$ cat src/rtl/op_dispatcher_pkg.sv
// Shared types for the operation dispatcher: core opcodes, queued command record
// and dispatcher FSM states.
package op_dispatcher_pkg;

    typedef enum logic [2:0] {
        OP_NOP,
        OP_ADD,
        OP_SUB,
        OP_AND,
        OP_OR,
        OP_XOR,
        OP_LOAD,
        OP_STORE
    } opcode;

    typedef struct packed {
        opcode       op;
        logic [7:0]  a;
        logic [7:0]  b;
        logic [11:0] addr;
        logic [7:0]  data;
    } cmd_t;

    typedef enum logic [1:0] {
        IDLE,
        ISSUE,
        WAIT,
        GAP
    } disp_state_t;

    // Timer never narrower than 8 bits so small TIMEOUT values still saturate cleanly.
    function automatic int timer_width(input int timeout);
        int w;
        w = $clog2(timeout + 1);
        return (w < 8) ? 8 : w;
    endfunction

endpackage

$ cat src/rtl/op_dispatcher_cmd_fifo.sv
// Command FIFO of cmd_t records; pointers carry an extra wrap bit to tell full from empty.
module op_dispatcher_cmd_fifo
    import op_dispatcher_pkg::*;
#(
    parameter int DEPTH = 4
) (
    input  logic                     clk,
    input  logic                     rst,
    input  logic                     push,
    input  cmd_t                     push_data,
    input  logic                     pop,
    output cmd_t                     head,
    output logic                     full,
    output logic                     empty,
    output logic [$clog2(DEPTH):0]   count
);

    localparam int AW = $clog2(DEPTH);

    cmd_t       mem [DEPTH];
    logic [AW:0] wr_ptr_reg;
    logic [AW:0] rd_ptr_reg;
    logic        do_push;
    logic        do_pop;

    assign full    = (wr_ptr_reg[AW] != rd_ptr_reg[AW]) &&
                     (wr_ptr_reg[AW-1:0] == rd_ptr_reg[AW-1:0]);
    assign empty   = (wr_ptr_reg == rd_ptr_reg);
    assign count   = wr_ptr_reg - rd_ptr_reg;
    assign do_push = push && !full;
    assign do_pop  = pop && !empty;
    assign head    = mem[rd_ptr_reg[AW-1:0]];

    always_ff @(posedge clk or negedge rst) begin
        if (!rst) begin
            wr_ptr_reg <= '0;
            rd_ptr_reg <= '0;
        end else begin
            if (do_push) wr_ptr_reg <= wr_ptr_reg + 1'b1;
            if (do_pop)  rd_ptr_reg <= rd_ptr_reg + 1'b1;
        end
    end

    // Storage needs no reset: entries are only read between a push and its pop.
    always_ff @(posedge clk) begin
        if (do_push) mem[wr_ptr_reg[AW-1:0]] <= push_data;
    end

endmodule

$ cat src/rtl/op_dispatcher.sv
// Command-queue front end for the core: issues queued operations one at a time,
// waits for end_op (or a timeout) and presents the result on a valid/ready port.
module op_dispatcher
    import op_dispatcher_pkg::*;
#(
    parameter int DEPTH   = 4,
    parameter int TIMEOUT = 255
) (
    input  logic        clk,
    input  logic        rst,
    input  logic        cmd_valid,
    output logic        cmd_ready,
    input  opcode       cmd_op,
    input  logic [7:0]  cmd_a,
    input  logic [7:0]  cmd_b,
    input  logic [11:0] cmd_addr,
    input  logic [7:0]  cmd_data,
    output logic        start_op,
    output opcode       op_sel,
    output logic [7:0]  A,
    output logic [7:0]  B,
    output logic [11:0] address_in,
    output logic [7:0]  data_in,
    input  logic        end_op,
    input  logic [15:0] result,
    output logic        res_valid,
    input  logic        res_ready,
    output logic [15:0] res_data,
    output opcode       res_op,
    output logic        res_err,
    output logic        busy
);

    localparam int              TW         = timer_width(TIMEOUT);
    localparam logic [TW-1:0]   TIMER_LAST = TW'(TIMEOUT - 1);
    localparam logic [TW-1:0]   TIMER_MAX  = {TW{1'b1}};

    disp_state_t            state_reg, state_next;
    cmd_t                   cur_reg, cur_next;
    logic                   start_reg, start_next;
    logic [TW-1:0]          timer_reg, timer_next;
    logic                   res_valid_reg, res_valid_next;
    logic [15:0]            res_data_reg, res_data_next;
    opcode                  res_op_reg, res_op_next;
    logic                   res_err_reg, res_err_next;

    cmd_t                   cmd_in;
    cmd_t                   fifo_head;
    logic                   fifo_full;
    logic                   fifo_empty;
    logic                   fifo_pop;
    logic [$clog2(DEPTH):0] fifo_count;

    assign cmd_in = '{op: cmd_op, a: cmd_a, b: cmd_b, addr: cmd_addr, data: cmd_data};

    // A pending result blocks the next issue, so acceptance and capture never overlap.
    assign fifo_pop = (state_reg == IDLE) && !fifo_empty && !res_valid_reg;

    op_dispatcher_cmd_fifo #(.DEPTH(DEPTH)) u_fifo (
        .clk       (clk),
        .rst       (rst),
        .push      (cmd_valid),
        .push_data (cmd_in),
        .pop       (fifo_pop),
        .head      (fifo_head),
        .full      (fifo_full),
        .empty     (fifo_empty),
        .count     (fifo_count)
    );

    always_comb begin
        state_next     = state_reg;
        cur_next       = cur_reg;
        start_next     = start_reg;
        timer_next     = timer_reg;
        res_valid_next = res_valid_reg && !res_ready;
        res_data_next  = res_data_reg;
        res_op_next    = res_op_reg;
        res_err_next   = res_err_reg;
        case (state_reg)
            IDLE: begin
                if (fifo_pop) begin
                    cur_next   = fifo_head;
                    state_next = ISSUE;
                end
            end
            ISSUE: begin
                start_next = 1'b1;
                timer_next = '0;
                state_next = WAIT;
            end
            WAIT: begin
                if (end_op) begin
                    res_data_next  = result;
                    res_op_next    = cur_reg.op;
                    res_err_next   = 1'b0;
                    res_valid_next = 1'b1;
                    start_next     = 1'b0;
                    state_next     = GAP;
                end else if (timer_reg >= TIMER_LAST) begin
                    res_data_next  = '0;
                    res_op_next    = cur_reg.op;
                    res_err_next   = 1'b1;
                    res_valid_next = 1'b1;
                    start_next     = 1'b0;
                    state_next     = GAP;
                end else if (timer_reg != TIMER_MAX) begin
                    timer_next = timer_reg + 1'b1;
                end
            end
            GAP: begin
                // Wait for the core to drop end_op before anything new is issued.
                start_next = 1'b0;
                if (!end_op) state_next = IDLE;
            end
            default: state_next = IDLE;
        endcase
    end

    always_ff @(posedge clk or negedge rst) begin
        if (!rst) begin
            state_reg     <= IDLE;
            cur_reg       <= '0;
            start_reg     <= 1'b0;
            timer_reg     <= '0;
            res_valid_reg <= 1'b0;
            res_data_reg  <= '0;
            res_op_reg    <= opcode'(0);
            res_err_reg   <= 1'b0;
        end else begin
            state_reg     <= state_next;
            cur_reg       <= cur_next;
            start_reg     <= start_next;
            timer_reg     <= timer_next;
            res_valid_reg <= res_valid_next;
            res_data_reg  <= res_data_next;
            res_op_reg    <= res_op_next;
            res_err_reg   <= res_err_next;
        end
    end

    assign cmd_ready  = !fifo_full;
    assign start_op   = start_reg;
    assign op_sel     = cur_reg.op;
    assign A          = cur_reg.a;
    assign B          = cur_reg.b;
    assign address_in = cur_reg.addr;
    assign data_in    = cur_reg.data;
    assign res_valid  = res_valid_reg;
    assign res_data   = res_data_reg;
    assign res_op     = res_op_reg;
    assign res_err    = res_err_reg;
    assign busy       = (state_reg != IDLE) || (fifo_count != '0);

endmodule

$ cat config.mk
export PLATFORM = sky130hd
export DESIGN_NAME = op_dispatcher
export DESIGN_NICKNAME = d
export VERILOG_FILES = /design/src/rtl/op_dispatcher_pkg.sv /design/src/rtl/op_dispatcher_cmd_fifo.sv /design/src/rtl/op_dispatcher.sv
export SDC_FILE = /design/constraint.sdc
export NUM_CORES = 1
export LEC_CHECK = 0
export ABC_AREA = 1
export ABC_CLOCK_PERIOD_IN_PS = 3800
export CORE_MARGIN = 4
export CORE_UTILIZATION = 40
export CTS_BUF_LIST = sky130_fd_sc_hd__clkbuf_16
export DETAILED_ROUTE_END_ITERATION = 8
export HOLD_SLACK_MARGIN = 0.15
export PLACE_DENSITY = 0.62
export SYNTH_ARGS = -nofsm -noshare
export SYNTH_HDL_FRONTEND = slang
export SYNTH_HIERARCHICAL = 1
export SYNTH_SLANG_ARGS = --single-unit
export TNS_END_PERCENT = 30
$ cat constraint.sdc
create_clock -name clk -period 3.8 [get_ports clk]
set_input_delay 0.76 -clock clk [delete_from_list [all_inputs] [get_ports clk]]
set_output_delay 0.76 -clock clk [all_outputs]
set_load 0.05 [all_outputs]
# Word level (Yosys, flattened, before mapping)

Memories as Yosys holds them, arrays and structs flattened. A register that Yosys moved wholly into a read port is not among the register bits.
Cells that the tools add are included.

Register bits after elaboration: 38
RAM bits: 156
Bits of input ports: 60
Word-level logic and storage cells: 74
Memories: 1

Add/sub/neg operators: 4
$lt $le $gt $ge: 1
Eq/ne operators: 13
Multiplexer cells: 23
Reduce and logical (&&, ||, !) cells: 23

Memory list:

| name       | words | width | rd ports | clocked after memory_dff | write ports | RTL line                     | RTL |
|---|---|---|---|---|---|---|---|
| u_fifo.mem | 4     | 39    | 1        | 1                        | 1           | op_dispatcher_cmd_fifo.sv:20 | `cmd_t mem [DEPTH];` |

Operators by type and width:

| operator                                                       | number |
|---|---|
| 16-bit two-way mux                                             | 2 |
| 8-bit two-way mux                                              | 3 |
| 8-bit one-hot mux with 2 select lines                          | 1 |
| 1-bit two-way mux                                              | 9 |
| 8-bit by 1-bit adder with 8-bit output (second input constant) | 1 |
| 8-bit greater-or-equal comparator (second input constant)      | 1 |
| 2-bit two-way mux                                              | 4 |
| 2-bit inequality test (second input constant)                  | 4 |
| 8-bit inequality test (second input constant)                  | 1 |
| 2-bit one-hot mux with 4 select lines                          | 1 |
| 3-bit by 1-bit adder with 3-bit output (second input constant) | 2 |
| 1-bit logical AND                                              | 6 |
| 3-bit two-way mux                                              | 2 |
| 2-bit AND reduction                                            | 3 |
| 2-bit nonzero test                                             | 3 |
| 3-bit nonzero test                                             | 2 |
| 1-bit logical NOT                                              | 5 |
| 2-bit == test (second input constant)                          | 2 |
| 4-bit AND reduction                                            | 1 |
| 3-bit == test                                                  | 1 |
| 3-bit inequality test (second input constant)                  | 1 |
| 1-bit one-hot mux with 3 select lines                          | 1 |
| 3-bit AND reduction                                            | 1 |
| 3-bit subtractor                                               | 1 |
| other kinds (6)                                                | 6 |

# Depth between registers and ports, before layout

Depth in word-level cells: 6
Gate-level depth with buffers: 15

# Cells and area by module

The synthesis kept the hierarchy.

Modules (own cells, without submodules):

| module                 | instances | cells each | area an instance (um^2) | sequential area each (um^2) |
|---|---|---|---|---|
| op_dispatcher_cmd_fifo | 1         | 441        | 6,337.3                 | 4,834.6 |
| op_dispatcher          | 1         | 367        | 3,100.5                 | 1,776.7 |

# Least setup slack after synthesis

No wires, ideal clock.

Path kind: reg-to-reg
Start point: reg u_fifo.rd_ptr_reg[1]
End point: mem u_fifo/mem[0][0] in the netlist's numbering (enable)
Arrival time: 2.837 ns
Required time: 3.365 ns
Path slack: 0.528 ns
Stages on the path, launching flop included: 9
Buffers on the path: 1
Clock period less this slack: 3.272 ns
Cells stage by stage: dfrtp_1 -> inv_2 -> buf_2 -> ha_1 -> nand2_1 -> inv_1 -> nand3_2 -> nand2_2 -> nor2_1

Word-level cells in the longest chain between the ends: 6

RTL lines:

| element                                 | RTL line                     | RTL |
|---|---|---|
| start, declared                         | op_dispatcher_cmd_fifo.sv:22 | `logic [AW:0] rd_ptr_reg;` |
| start signal, assigned                  | op_dispatcher_cmd_fifo.sv:40 | `if (do_pop) rd_ptr_reg <= rd_ptr_reg + 1'b1;` |
| 2-bit == test                           | op_dispatcher_cmd_fifo.sv:27 | `(wr_ptr_reg[AW-1:0] == rd_ptr_reg[AW-1:0]);` |
| 1-bit logical AND                       | op_dispatcher_cmd_fifo.sv:26 | `assign full = (wr_ptr_reg[AW] != rd_ptr_reg[AW]) &&` |
| 1-bit logical NOT                       | op_dispatcher_cmd_fifo.sv:30 | `assign do_push = push && !full;` |
| 1-bit logical AND                       | op_dispatcher_cmd_fifo.sv:30 |  |
| 1-bit two-way mux                       | op_dispatcher_cmd_fifo.sv:46 | `if (do_push) mem[wr_ptr_reg[AW-1:0]] <= push_data;` |
| 1-bit two-way mux (implied by the code) | op_dispatcher_cmd_fifo.sv:46 |  |
| end, declared                           | op_dispatcher_cmd_fifo.sv:20 |  |

Every way passes these cells.

# Final worst setup path

Start point: reg u_fifo.wr_ptr_reg[0]
End point: out busy

Word-level cells in the longest chain between the ends: 3

RTL lines:

| element                 | RTL line                     | RTL |
|---|---|---|
| start, declared         | op_dispatcher_cmd_fifo.sv:21 | `logic [AW:0] wr_ptr_reg;` |
| start signal, assigned  | op_dispatcher_cmd_fifo.sv:39 | `if (do_push) wr_ptr_reg <= wr_ptr_reg + 1'b1;` |
| 3-bit subtractor        | op_dispatcher_cmd_fifo.sv:29 | `assign count = wr_ptr_reg - rd_ptr_reg;` |
| named net fifo_count[2] | op_dispatcher.sv:52          | `logic [$clog2(DEPTH):0] fifo_count;` |
| 3-bit nonzero test      | op_dispatcher.sv:153         | `assign busy = (state_reg != IDLE) \|\| (fifo_count != '0);` |
| 1-bit logical OR        | op_dispatcher.sv:153         |  |
| end, declared           | op_dispatcher.sv:31          | `output logic busy` |

The timed path passes the listed nets, and every way through them passes these cells.

==> results.md <==
- Crit. End Element: output pin
- Fin area: 11700 um^2
- CP arrival: 2.22 ns
- Row count: 55
- Crit-path max FO: 4
- Maxcap violations: 0
- Req. time, crit path: 3.04 ns
- CP Buf/Inv Count: 3
- CTS Sinks: 233
- PortBufs: 122
- First-pass GRT wire length: 33300 um
- Reg2reg end: address_in[1]
- CTS resizes: 0
- Post CTS Setup Buffer Count: 0
- Asr flop ratio synth: 0.330
- Final slew viol count: 0
- Total detailed-routing wirelength: 20900 um
- Cells after DPL: 1215
- Hold Path Class: in2async
- Top achievable clock speed: 0.336 GHz
- Critical Path Source Type: register
- Normalized max-slew margin: 0.295
- CP most frequent cell: inv_1
- Tcrit/Tclk final: 0.783
- Fin. Hold Viols: 0
- RR Startpoint: u_fifo/wr_ptr_reg[0]
- Worst-Skew Late Latency: 0.53 ns
- Top Ports: 123
- Synthesized instance count: 808
- CP cell instances: inv_1 -> ha_1 -> inv_1 -> fa_1 -> xnor2_1 -> nor3_1 -> nand2_1 -> buf_12
- Share of cells above drive strength 1: 0.105
- Diode count: 0
- Inserted Clock Buffers: 25
- Drt wl/cell: 16.5 um
- Top Family by Delay on Critical Path: adder cells
- Synth Register Bits: 233
- Clock Path Buffers: 3
- Maximum vdd ir drop: 0.431 mV
- Worst-Margin Slew: 1.06 ns
- Post-synth EDFFs: 156
- Gr usage total: 0.158
- Place WS: 1.20 ns
- Mean Syn Cell Area: 11.7 um^2
- M1 WL: 9780 um
- Post-synth top flop: edfxtp_1
- Max stage delay on crit path: 0.41 ns
- Netlist cell types: 32
- Worst reg2reg path depth: 12
- LEAKAGE: 4.70 nW
- Top routing layer in use: met5
- Min Tclk post-route: 2.98 ns
- Worst setup path startpoint: u_fifo/wr_ptr_reg[0]
- Post-route setup slack: 0.824 ns
- Post-detail-place hpwl: 12200 um
- Tot Pwr: 10.6 mW
- Syn-to-layout area delta: 24.2%
- Die height: 162 um
- Core area: 22900 um^2
- Layout Skew: 0.0141 ns
- Count leader, synth: nand2_1
- Post-Syn Nets: 883
- Synth area leader: edfxtp_1
- H-tree depth: 1
- Post-Place Cell Area: 10900 um^2
- Die Area: 26100 um^2
- Largest net degree at the start of global routing: 82
- Critical path depth in cells: 8
- Path type of the worst setup path: reg2out
- Initial antenna violation count: 1
- Post-DRT Antenna Nets: 0
- Fin nets: 1004
- Synth top area cells: edfxtp_1 50%, dfrtp_1 20%, nand2_1 9.0%
- Initial Util: 0.412
- Total global routing overflow: 0
- Sequential area share after synthesis: 0.701
- Synth Warn #: 6
- # DRC: 0
- Post-Syn Area: 9440 um^2
- Non-Filler Instances: 1261
- Max FFs per register: 156
- Setup violators final: 0
- Setup TNS Final: 0 ns
- DR vias: 6103
- Status: finished clean
- Avg Vias per Cell: 4.84
- CP max-delay cell: dfrtp_1
- CTS tree: yes
- DR pass1 iterations: 4
- Synth top cells by count: 226 x nand2_1, 156 x edfxtp_1, 86 x nor2_1, 77 x dfrtp_1, 71 x o21ai_0
- RSZ-0062 raised after global routing: false
- Die W: 162 um
- Hold-fix buffer count after cts: 0
- Worst reg-to-reg setup slack: 1.46 ns
- Drt first-iter violations: 355
- RePlAce Congestion: 0.767
- WL met2: 9540 um
- CTS clk-pin slew, worst paths: 0.06 ns
- Pwr dens: 907 nW/um^2
- Vias in the first global route: 6196
- CTS root buffer: clkbuf_16
- Synth top area share: 0.496
- WL met3: 1090 um
==> worst register-to-register path: cells and delay by family (launching register included) <==
kind          cells  cell delay [ns]
buf+inv           5             1.03
simple gates      6             0.54
fa+ha+maj         1             0.32
flops             1             0.40
==> power by group <==
| group | total [mW] | switching (mW) | internal (mW) |
|---|---|---|---|
| clock | 2.28 | 0.974 | 1.31 |
| sequential | 3.80 | 0.306 | 3.50 |
| combinational | 4.55 | 3.17 | 1.38 |
| total | 10.6 | 4.45 | 6.19 |
==> metal layers <==
metal | track usage | up-vias
li1 | - | 2971
met2 | 0.261 | 160
met4 | 0.0372 | 2
met3 | 0.0304 | 31
met5 | 0 | -
met1 | 0.217 | 2939
==> worst max-delay path by stage <==
stage / end
global placement: u_fifo/mem[3][0]
floorplan: u_fifo/mem[0][0]
detailed placement: u_fifo/mem[3][29]
finish: busy
global route: busy
CTS: busy
==> cell families after synthesis <==
kind of cell | Yosys count | synth area share
DFF | 233 | 0.701
xor gates and xnor gates | 6 | 0.00557
AOI/OAI and AO/OA | 121 | 0.0761
and+or+nand+nor | 362 | 0.158
adders and majority gates | 15 | 0.0207
buffers and inverters | 71 | 0.0395
==> cell usage in the layout (no fill, tap or decap), types with 9 or more instances in the layout <==
cell and n:
o22ai_1 30, nor2_2 12, nor2_1 83, buf_4 9
o22ai_2 10, ha_1 14, edfxtp_1 156, o21ai_1 9
clkbuf_16 26, inv_1 37, o21ai_0 71, nand2_1 225
dfrtp_1 76, nand3_1 13, clkdlybuf4s50_1 119, nand2_2 17
==> layout make-up <==
class                   instances  area [um^2]
inverters                      34          138
repair buffers                131         1320
clock buffers                  26          651
well taps                     313          392
clock inverters                20          129
fillers                      1998        11200
flip-flops and latches        233         6610
multi-input cells             504         2480
==> stage by stage <==
| step | utilization | hold WS (ns) |
|---|---|---|
| finish | 0.511 | 0.411 |
| global route | 0.511 | 0.487 |
| CTS | 0.511 | 0.464 |
| detailed placement | 0.477 | 0.459 |
| global placement | 0.477 | 0.452 |
| floorplan | - | 0.464 |
No activity file was read; power rests on OpenSTA's default activity.
